`config.mk`:
```
export PLATFORM = sky130hd
export DESIGN_NAME = serial_multiword_adder_flat
export DESIGN_NICKNAME = d
export VERILOG_FILES = /design/src/rtl/serial_multiword_adder_if.sv /design/src/rtl/serial_multiword_adder.sv /design/src/flat_wrapper.sv
export SDC_FILE = /design/constraint.sdc
export NUM_CORES = 1
export LEC_CHECK = 0
export CAP_MARGIN = 20
export CORE_UTILIZATION = 30
export CTS_CLUSTER_DIAMETER = 100
export CTS_CLUSTER_SIZE = 25
export DETAILED_ROUTE_END_ITERATION = 8
export PLACE_DENSITY = 0.67
export SLEW_MARGIN = 25
export SYNTH_ARGS = -nofsm -noshare
export SYNTH_HDL_FRONTEND = slang
export SYNTH_SLANG_ARGS = --single-unit
```
`constraint.sdc`:
```
create_clock -name clk -period 10.15 [get_ports clk]
set_clock_uncertainty 0.1 [all_clocks]
set_input_delay 2.03 -clock clk [delete_from_list [all_inputs] [get_ports clk]]
set_output_delay 2.03 -clock clk [all_outputs]
set_load 0.005 [all_outputs]
```
`src/rtl/serial_multiword_adder_if.sv`:
```
// ---------------------------------------------------------------------------
// serial_multiword_adder_if
// Limb-serial stream bundle for serial_multiword_adder.
//   in_valid/in_ready   : input limb handshake (master drives valid)
//   a, b, sub           : operand limbs, LSB limb first; sub read with limb 0
//   out_valid/out_ready : result limb handshake (slave drives valid)
//   r                   : result limb
//   out_last            : r is the final limb of the operand
//   c_out, ovf, zero    : whole-operand flags, valid only with out_last
// master = producer/consumer side (testbench), slave = the adder.
// ---------------------------------------------------------------------------
interface serial_multiword_adder_if #(
    parameter int word_width = 8
);
    logic                  in_valid;
    logic                  in_ready;
    logic [word_width-1:0] a;
    logic [word_width-1:0] b;
    logic                  sub;
    logic                  out_valid;
    logic                  out_ready;
    logic [word_width-1:0] r;
    logic                  out_last;
    logic                  c_out;
    logic                  ovf;
    logic                  zero;

    modport master (
        output in_valid, a, b, sub, out_ready,
        input  in_ready, out_valid, r, out_last, c_out, ovf, zero
    );

    modport slave (
        input  in_valid, a, b, sub, out_ready,
        output in_ready, out_valid, r, out_last, c_out, ovf, zero
    );
endinterface

```
`src/rtl/serial_multiword_adder.sv`:
```
// ---------------------------------------------------------------------------
// serial_multiword_adder
// Adds or subtracts two (word_width*limb_count)-bit operands presented one
// limb per transfer, LSB limb first. One result limb is registered per
// accepted input limb; the final limb carries carry/no-borrow, signed
// overflow and whole-result-zero flags.
// Ports:
//   clk   : rising-edge clock
//   rst_n : asynchronous active-low reset
//   bus   : serial_multiword_adder_if.slave (limb streams + flags)
// Also contains fast_adder, the grouped-lookahead limb adder.
// ---------------------------------------------------------------------------

// fast_adder: width-bit adder; carries ripple inside each cascade_size group
// while each group's carry-out is formed by group generate/propagate.
module fast_adder #(
    parameter int width        = 8,
    parameter int cascade_size = 4
) (
    input  logic [width-1:0] a,
    input  logic [width-1:0] b,
    input  logic             cin,
    output logic [width-1:0] sum,
    output logic             cout
);
    localparam int NG = (width + cascade_size - 1) / cascade_size;

    logic [width-1:0] g;
    logic [width-1:0] p;
    logic [width:0]   c;

    assign g = a & b;
    assign p = a ^ b;

    always_comb begin
        logic gg;
        logic gp;
        int   base;
        int   top;
        c    = '0;
        c[0] = cin;
        gg   = 1'b0;
        gp   = 1'b1;
        base = 0;
        top  = 0;
        for (int k = 0; k < NG; k++) begin
            base = k * cascade_size;
            top  = (base + cascade_size < width) ? base + cascade_size : width;
            gg   = 1'b0;
            gp   = 1'b1;
            for (int j = 0; j < cascade_size; j++) begin
                if (base + j < width) begin
                    c[base+j+1] = g[base+j] | (p[base+j] & c[base+j]);
                    gg          = g[base+j] | (p[base+j] & gg);
                    gp          = gp & p[base+j];
                end
            end
            // group carry-out from lookahead terms (same value as the ripple)
            c[top] = gg | (gp & c[base]);
        end
    end

    assign sum  = p ^ c[width-1:0];
    assign cout = c[width];
endmodule

module serial_multiword_adder #(
    parameter int word_width   = 8,
    parameter int cascade_size = 4,
    parameter int limb_count   = 4
) (
    input  logic                     clk,
    input  logic                     rst_n,
    serial_multiword_adder_if.slave  bus
);
    localparam int IW  = (limb_count > 1) ? $clog2(limb_count) : 1;
    localparam int MSB = word_width - 1;
    localparam logic [IW-1:0] LAST_IDX = IW'(limb_count - 1);

    typedef enum logic {IDLE, RUN} state_t;

    state_t                state;
    logic [IW-1:0]         idx;
    logic                  carry;
    logic                  mode;
    logic                  zrun;
    logic [word_width-1:0] r_q;
    logic                  out_valid_q;
    logic                  out_last_q;
    logic                  c_out_q;
    logic                  ovf_q;
    logic                  zero_q;

    logic                  xfer_in;
    logic                  first;
    logic                  last;
    logic                  mode_eff;
    logic                  cin;
    logic                  cout;
    logic                  zrun_eff;
    logic                  limb_zero;
    logic [word_width-1:0] b_eff;
    logic [word_width-1:0] sum;

    // single-entry output stage: accept whenever the slot is empty or draining
    assign bus.in_ready = !out_valid_q || bus.out_ready;
    assign xfer_in      = bus.in_valid && bus.in_ready;

    assign first = (state == IDLE);
    assign last  = (idx == LAST_IDX);

    // limb 0 takes mode and carry-in straight from sub; later limbs use state
    assign mode_eff  = first ? bus.sub : mode;
    assign cin       = first ? bus.sub : carry;
    assign b_eff     = mode_eff ? ~bus.b : bus.b;
    assign zrun_eff  = first ? 1'b1 : zrun;
    assign limb_zero = (sum == '0);

    fast_adder #(
        .width        (word_width),
        .cascade_size (cascade_size)
    ) u_add (
        .a    (bus.a),
        .b    (b_eff),
        .cin  (cin),
        .sum  (sum),
        .cout (cout)
    );

    always_ff @(posedge clk or negedge rst_n) begin
        if (!rst_n) begin
            state       <= IDLE;
            idx         <= '0;
            carry       <= 1'b0;
            mode        <= 1'b0;
            zrun        <= 1'b1;
            r_q         <= '0;
            out_valid_q <= 1'b0;
            out_last_q  <= 1'b0;
            c_out_q     <= 1'b0;
            ovf_q       <= 1'b0;
            zero_q      <= 1'b0;
        end else begin
            if (xfer_in) begin
                out_valid_q <= 1'b1;
                r_q         <= sum;
                out_last_q  <= last;
                c_out_q     <= last && cout;
                ovf_q       <= last && (bus.a[MSB] == b_eff[MSB]) && (sum[MSB] != bus.a[MSB]);
                zero_q      <= last && zrun_eff && limb_zero;
                carry       <= cout;
                if (first) begin
                    mode <= bus.sub;
                end
                if (last) begin
                    idx   <= '0;
                    state <= IDLE;
                    zrun  <= 1'b1;
                end else begin
                    idx   <= idx + IW'(1);
                    state <= RUN;
                    zrun  <= zrun_eff && limb_zero;
                end
            end else if (bus.out_ready) begin
                out_valid_q <= 1'b0;
            end
        end
    end

    assign bus.out_valid = out_valid_q;
    assign bus.r         = r_q;
    assign bus.out_last  = out_last_q;
    assign bus.c_out     = c_out_q;
    assign bus.ovf       = ovf_q;
    assign bus.zero      = zero_q;
endmodule

```
`src/flat_wrapper.sv`:
```
// flat-port wrapper written by rule: the top's interface ports become plain ports
module serial_multiword_adder_flat 
#(
    parameter int word_width   = 8,
    parameter int cascade_size = 4,
    parameter int limb_count   = 4
)
  (clk, rst_n, bus_in_valid, bus_a, bus_b, bus_sub, bus_out_ready, bus_in_ready, bus_out_valid, bus_r, bus_out_last, bus_c_out, bus_ovf, bus_zero);
  serial_multiword_adder_if #(.word_width(word_width)) bus_i ();
  input  logic clk;
  input  logic rst_n;
  input wire logic [$bits(bus_i.in_valid)-1:0] bus_in_valid;
  input wire logic [$bits(bus_i.a)-1:0] bus_a;
  input wire logic [$bits(bus_i.b)-1:0] bus_b;
  input wire logic [$bits(bus_i.sub)-1:0] bus_sub;
  input wire logic [$bits(bus_i.out_ready)-1:0] bus_out_ready;
  output wire logic [$bits(bus_i.in_ready)-1:0] bus_in_ready;
  output wire logic [$bits(bus_i.out_valid)-1:0] bus_out_valid;
  output wire logic [$bits(bus_i.r)-1:0] bus_r;
  output wire logic [$bits(bus_i.out_last)-1:0] bus_out_last;
  output wire logic [$bits(bus_i.c_out)-1:0] bus_c_out;
  output wire logic [$bits(bus_i.ovf)-1:0] bus_ovf;
  output wire logic [$bits(bus_i.zero)-1:0] bus_zero;
  assign bus_i.in_valid = bus_in_valid;
  assign bus_i.a = bus_a;
  assign bus_i.b = bus_b;
  assign bus_i.sub = bus_sub;
  assign bus_i.out_ready = bus_out_ready;
  assign bus_in_ready = bus_i.in_ready;
  assign bus_out_valid = bus_i.out_valid;
  assign bus_r = bus_i.r;
  assign bus_out_last = bus_i.out_last;
  assign bus_c_out = bus_i.c_out;
  assign bus_ovf = bus_i.ovf;
  assign bus_zero = bus_i.zero;
  serial_multiword_adder #(.word_width(word_width), .cascade_size(cascade_size), .limb_count(limb_count)) u_core (.clk(clk), .rst_n(rst_n), .bus(bus_i));
endmodule
```
### Word level (Yosys, flattened, before mapping)

Cells that the tools add are included.

* bits in registers: 19
* input port bits: 21
* output and inout port bits: 14
* word-level logic and storage cells: 73

* $add $sub $neg: 1
* eq/ne operators: 3
* muxes and demuxes: 9
* bitwise gates (word level): 38
* reduce and logical (&&, ||, !) cells: 11

Operators with widths (count)
* 1-bit bitwise AND: 20
* 8-bit bitwise XOR: 2
* 1-bit OR: 14
* 8-bit bitwise AND: 1
* 8-bit zero test: 1
* 8-bit 2-to-1 mux: 1
* 8-bit inverter: 1
* 1-bit logical AND: 7
* 1-bit 2-to-1 mux: 7
* 2-bit by 1-bit adder with 2-bit output, second input constant: 1
* 2-bit == test, second input constant: 1
* 2-bit 2-to-1 mux: 1
* 2-bit nonzero test: 1
* 1-bit == test: 1
* 1-bit zero test: 1
* 1-bit logical OR: 1
* 1-bit != test: 1

### Longest topological paths before layout

* word-level depth: 20
* gate-level depth with buffers: 13
* depth with buffers taken out: 13

### By module

A second synthesis with hierarchy kept.

* cell total of the unflattened synthesis: 102
* area total of the unflattened synthesis: 1202.4 sq um

Modules (own cells, without submodules)
* serial_multiword_adder: instances 1, cells an instance 71, area each 874.6 sq um, seq. area each 476.7 sq um
* fast_adder: instances 1, cells an instance 31, area each 327.8 sq um, seq. area each 0.0 sq um

### Worst setup path before layout

OpenSTA, ideal clock, no wires.

* path type: input to register
* start point: input bus_sub
* end point: register u_core.zrun
* setup time: 0.073 ns
* arrival time: 4.908 ns
* data required time: 9.977 ns
* path slack: 5.069 ns
* stages: 13
* buffers on the path: 0
* cells stage by stage: mux2i_4 xnor2_1 ha_1 nand4_1 nor2_1 a211oi_2 fa_1 fa_1 fa_1 xor2_1 nand2_1 or3_1 a21oi_1

* word-level cells in the longest chain between the ends: 20
* elaborated cells on any way between the ends: 32
* those cells by class: mux: 4; bitwise: 26; reduce/logical: 2

RTL lines
* from (decl): line flat_wrapper.sv:15 `input wire logic [$bits(bus_i.sub)-1:0] bus_sub;`
* 1-bit 2-to-1 mux: line serial_multiword_adder.sv:113 `assign mode_eff = first ? bus.sub : mode;`
* 8-bit 2-to-1 mux: line serial_multiword_adder.sv:115 `assign b_eff = mode_eff ? ~bus.b : bus.b;`
* 8-bit bitwise XOR or 8-bit bitwise AND (tied branches): line serial_multiword_adder.sv:33, serial_multiword_adder.sv:32
* 1-bit bitwise AND: line serial_multiword_adder.sv:54 `gg = g[base+j] | (p[base+j] & gg);`
* 1-bit OR: line serial_multiword_adder.sv:54
* 1-bit bitwise AND: line serial_multiword_adder.sv:54
* 1-bit OR: line serial_multiword_adder.sv:54
* 1-bit bitwise AND: line serial_multiword_adder.sv:54
* [4 not listed]
* 1-bit bitwise AND: line serial_multiword_adder.sv:53 `c[base+j+1] = g[base+j] | (p[base+j] & c[base+j]);`
* 1-bit OR: line serial_multiword_adder.sv:53
* 1-bit bitwise AND: line serial_multiword_adder.sv:53
* 1-bit OR: line serial_multiword_adder.sv:53
* 8-bit bitwise XOR (*): line serial_multiword_adder.sv:63 `assign sum = p ^ c[width-1:0];`
* 8-bit zero test (*): line serial_multiword_adder.sv:117 `assign limb_zero = (sum == '0);`
* 1-bit logical AND (*): line serial_multiword_adder.sv:162 `zrun <= zrun_eff && limb_zero;`
* 1-bit 2-to-1 mux (*): line serial_multiword_adder.sv:155 `if (last) begin`
* to (signal assigned): line serial_multiword_adder.sv:162
* to (decl): line serial_multiword_adder.sv:86 `logic zrun;`

Mark *: on every way between the ends. The rest lies on a longest branch, timed or not.
A chain may end at the register's enable or synchronous reset.

### Final worst setup path

* start point: input bus_sub
* end point: register u_core.zero_q, in the netlist u_core.bus.zero

* word-level cells in the longest chain between the ends: 19
* elaborated cells on any way between the ends: 31
* those cells by class: mux: 3; bitwise: 26; reduce/logical: 2

RTL lines
* 1-bit 2-to-1 mux: line serial_multiword_adder.sv:113
* 8-bit 2-to-1 mux: line serial_multiword_adder.sv:115
* 8-bit bitwise XOR or 8-bit bitwise AND (tied branches): line serial_multiword_adder.sv:33, serial_multiword_adder.sv:32
* 1-bit bitwise AND: line serial_multiword_adder.sv:54
* 1-bit OR: line serial_multiword_adder.sv:54
* 1-bit bitwise AND: line serial_multiword_adder.sv:54
* 1-bit OR: line serial_multiword_adder.sv:54
* 1-bit bitwise AND: line serial_multiword_adder.sv:54
* [3 not listed]
* 1-bit OR: line serial_multiword_adder.sv:53
* 1-bit bitwise AND: line serial_multiword_adder.sv:53
* 1-bit OR: line serial_multiword_adder.sv:53
* 1-bit bitwise AND: line serial_multiword_adder.sv:53
* 1-bit OR: line serial_multiword_adder.sv:53
* 8-bit bitwise XOR (*): line serial_multiword_adder.sv:63
* 8-bit zero test (*): line serial_multiword_adder.sv:117
* 1-bit logical AND (*): line serial_multiword_adder.sv:150 `zero_q <= last && zrun_eff && limb_zero;`
* to (signal assigned): line serial_multiword_adder.sv:150
* to (decl): line serial_multiword_adder.sv:92 `logic zero_q;`

Marked as above.

==> results.cfg <==
[global_route]
grt_max_degree = 28
grt_use_total = 0.130
first_global_vias = 994
antenna_violations_before_repair = 0
global_route_wire_length_before_repair_um = 4310
gr-total-overflow = 0

[logic_synthesis]
ys.warnings.count = 0
netlist_instances = 126
syn-num-nets = 162
synthesis.area_um2 = 1220
synthesis.area_per_instance_um2 = 9.67
postSynthRegisterBits = 19
seq_area_frac_synth = 0.391
netlist-cell-type-count = 31

[critical_path]
timing.reg2reg.worst_path_depth = 12
crit_top_cell = sky130_fd_sc_hd__fa_1
peak_fanout_along_the_critical_path = 9
worst-r2r-setup-slack_ns = 6.29
path_cells = clkdlybuf4s50_1, mux2i_4, xnor2_1, ha_1, nand4_1, nor2_1, a211oi_2, fa_1, fa_1, fa_1, o211ai_1, or3_1, o21ai_1
worstPathBufferInverterCount = 1
timing.critical_path.to_type = flop
crit_family = adder cells
slowest_stage = sky130_fd_sc_hd__fa_1
criticalPathCategory = in2reg
cp-start-kind = input port
worstPathRequired_ns = 10.23
critical_path.max_stage_delay_ns = 0.53
worst_r2r_endpoint = u_core.bus.zero$_DFFE_PN0P_
arrival_time_reported_for_the_critical_path_endpoint_ns = 5.63
timing.critical_path.depth = 13
crit-reg2reg-launch = u_core.state$_DFFE_PN0P_

[sta]
report.final.hold_viol_count = 0
final_max_slew_viol_count = 0
worst_slew_margin_rel = 0.433
rsz0062_at_grt = no
tightest_slew_ns = 0.848
period_needed_ns = 5.55
fin_crit_sh = 0.547
max_freq_mhz = 180
final.setup.tns_ns = 0
timing.final.setup_violations = 0

[floorplanning]
floorplan.rows = 22
initial_core_util = 0.323
die_x_um = 65.7
core-area_um2 = 3770
die-area_um2 = 4320
fp.dieH_um = 65.7
num_io_pins = 35

[routing]
number_of_optimization_iterations_in_the_first_detailed_route_pass = 4
route.antenna.remaining_nets = 0
dr_total_vias = 944
vias_per_cell = 4.52
drcViolationCount = 0
routedWlPerCell_um = 12.0
routed_wirelength_um = 2510
detail_route.iter0.violations = 35

[cts]
clock_insertion_delay_worst_skew_ns = 0.25
ctsHtreeMaxLevel = 1
tritoncts = yes
cts_max_path_buffers = 2
cts_hold_buffers = 0
cts_num_sinks = 19
cts.root.buffer_cell = sky130_fd_sc_hd__clkbuf_8
cts.repair_timing.setup_buffer_count = 0
clk_transition_reported_paths_ns = 0.07
cts_buffers = 3
cts_resized = 0

[worst_hold_path]
min_to = u_core.bus.r[2]$_DFFE_PN0P_
hold-path-cell-count = 2
min_from = u_core.bus.r[2]$_DFFE_PN0P_
hold_path_class = reg2reg

[placed_design]
port_buffers = 34
gpl.final_weighted_congestion = 0.887
placed_cell_count = 205
dpl.hpwl_um = 2100

[final_layout]
fin_util = 0.438
finalNonFillerCells = 209
area.growth.synth_to_final_pct = 35.5
regArea_um2 = 477
nets = 198
fill_cells = 347
antenna-diode-count = 0
multi_input_area_um2 = 683
drive_gt1_frac = 0.0497

[outcome]
result_of_the_run = finished clean

[power_and_ir_drop]
vdd_drop_max_mv = 0.111
p_per_area_nw_per_um2 = 263
leakage_nw = 0.742
total_power_mw = 0.434

[flow_run]
max-cap-violations = 0
[Yosys cell counts]
library cell / n / area share
sky130_fd_sc_hd__a21oi_1: 4 / 0.016
sky130_fd_sc_hd__a211oi_2: 1 / 0.010
sky130_fd_sc_hd__mux2i_4: 1 / 0.018
sky130_fd_sc_hd__xor2_1: 1 / 0.0072
sky130_fd_sc_hd__or3_1: 1 / 0.0051
sky130_fd_sc_hd__nor2_1: 6 / 0.018
sky130_fd_sc_hd__a21boi_0: 2 / 0.012
sky130_fd_sc_hd__o22ai_1: 1 / 0.0051
sky130_fd_sc_hd__fa_1: 6 / 0.099
sky130_fd_sc_hd__o211ai_1: 1 / 0.0062
sky130_fd_sc_hd__inv_1: 12 / 0.037
sky130_fd_sc_hd__nand3_1: 2 / 0.0082
sky130_fd_sc_hd__dfstp_2: 1 / 0.022
sky130_fd_sc_hd__nand4b_1: 1 / 0.0072
sky130_fd_sc_hd__mux2i_1: 1 / 0.0082
sky130_fd_sc_hd__nand2b_4: 1 / 0.011
sky130_fd_sc_hd__nand2_1: 25 / 0.077
sky130_fd_sc_hd__nand3b_1: 1 / 0.0062
sky130_fd_sc_hd__ha_1: 9 / 0.092
sky130_fd_sc_hd__nor3_1: 1 / 0.0041
sky130_fd_sc_hd__xnor2_1: 10 / 0.072
sky130_fd_sc_hd__o21ai_1: 1 / 0.0041
sky130_fd_sc_hd__clkbuf_1: 1 / 0.0031
sky130_fd_sc_hd__a31oi_1: 1 / 0.0051
sky130_fd_sc_hd__dfrtp_1: 18 / 0.37
sky130_fd_sc_hd__nand2b_1: 1 / 0.0051
sky130_fd_sc_hd__a21o_1: 1 / 0.0062
sky130_fd_sc_hd__buf_2: 2 / 0.0082
sky130_fd_sc_hd__nand4_1: 1 / 0.0051
sky130_fd_sc_hd__and2_1: 1 / 0.0051
sky130_fd_sc_hd__o21ai_0: 11 / 0.045
[through the flow]
stage | setup WS (ns) | instance area (µm²) | hold WS, ns
6_report | 4.60 | 1650 | 0.378
5_1_grt | 4.34 | 1650 | 0.409
4_1_cts | 4.58 | 1650 | 0.388
3_5_place_dp | 4.32 | 1610 | 0.368
3_3_place_gp | 4.45 | 1610 | 0.360
2_1_floorplan | 5.07 | 1220 | 0.350
[per-layer routing]
| layer | share of wire | vias to the layer above | global-route usage |
|---|---|---|---|
| met5 | 0 | - | 0 |
| met4 | 0.023 | 0 | 0.0571 |
| met3 | 0.044 | 6 | 0.0208 |
| met2 | 0.50 | 31 | 0.222 |
| met1 | 0.43 | 425 | 0.158 |
| li1 | - | 482 | - |
[cells in the final DEF (no fill, tap or decap), types with 2 or more instances in the layout]
master / count
sky130_fd_sc_hd__o21ai_0: 11
sky130_fd_sc_hd__ha_1: 9
sky130_fd_sc_hd__nor2_1: 6
sky130_fd_sc_hd__clkdlybuf4s50_1: 34
sky130_fd_sc_hd__fa_1: 6
sky130_fd_sc_hd__inv_1: 12
sky130_fd_sc_hd__a21oi_1: 4
sky130_fd_sc_hd__a21boi_0: 2
sky130_fd_sc_hd__nand2_1: 25
sky130_fd_sc_hd__xnor2_1: 10
sky130_fd_sc_hd__dfrtp_1: 18
sky130_fd_sc_hd__nand3_1: 2
sky130_fd_sc_hd__clkbuf_8: 3
[kinds of logic (layout without fill, tap and decap cells)]
group	Yosys count	after routing	synth area share
buffers and inverters	15	50	0.0482
DFF	19	19	0.391
and+or+nand+nor	41	41	0.153
muxes	2	2	0.0267
xor gates and xnor gates	11	11	0.0791
AOI/OAI and AO/OA	23	23	0.111
adders and majority gates	15	15	0.191
[worst max-delay path by stage]
stage | slack [ns] | endpoint | start
after floorplan | 5.07 | u_core.zrun$_DFFE_PN1P_ | bus_sub
after global placement | 4.45 | u_core.zrun$_DFFE_PN1P_ | bus_sub
after detailed placement | 4.32 | u_core.bus.zero$_DFFE_PN0P_ | bus_sub
after CTS | 4.58 | u_core.bus.zero$_DFFE_PN0P_ | bus_sub
after global routing | 4.34 | u_core.zrun$_DFFE_PN1P_ | bus_sub
final | 4.60 | u_core.bus.zero$_DFFE_PN0P_ | bus_sub
[cell type report]
cell class | instances | area share
Multi-Input combinational cell | 92 | 0.414
Sequential cell | 19 | 0.289
Timing Repair Buffer | 34 | 0.206
Tap cell | 48 | 0.0364
Inverter | 12 | 0.0273
Clock buffer | 3 | 0.0250
Clock inverter | 1 | 0.00303
[tightest hold or removal path: stages (launching register included)]
cell and delay [ns]:
sky130_fd_sc_hd__dfrtp_1 0.35, sky130_fd_sc_hd__nand2_1 0.05, sky130_fd_sc_hd__nand2_1 0.05
[power breakdown]
part	leakage (nW)	internal, mW	switching (mW)	total (mW)
Clock	0.0255	0.0272	0.0239	0.0511
Sequential	0.233	0.105	0.0187	0.124
Combinational	0.484	0.131	0.128	0.259
[sequential cells by signal, indices dropped and copies added, names as in the netlist]
name	flops
u_core.bus.r	8
u_core.bus.zero	1
u_core.bus.out_last	1
u_core.state	1
u_core.idx	2
u_core.bus.ovf	1
u_core.mode	1
u_core.carry	1
u_core.bus.out_valid	1
u_core.bus.c_out	1
u_core.zrun	1
No activity file was read; power rests on OpenSTA's default activity.
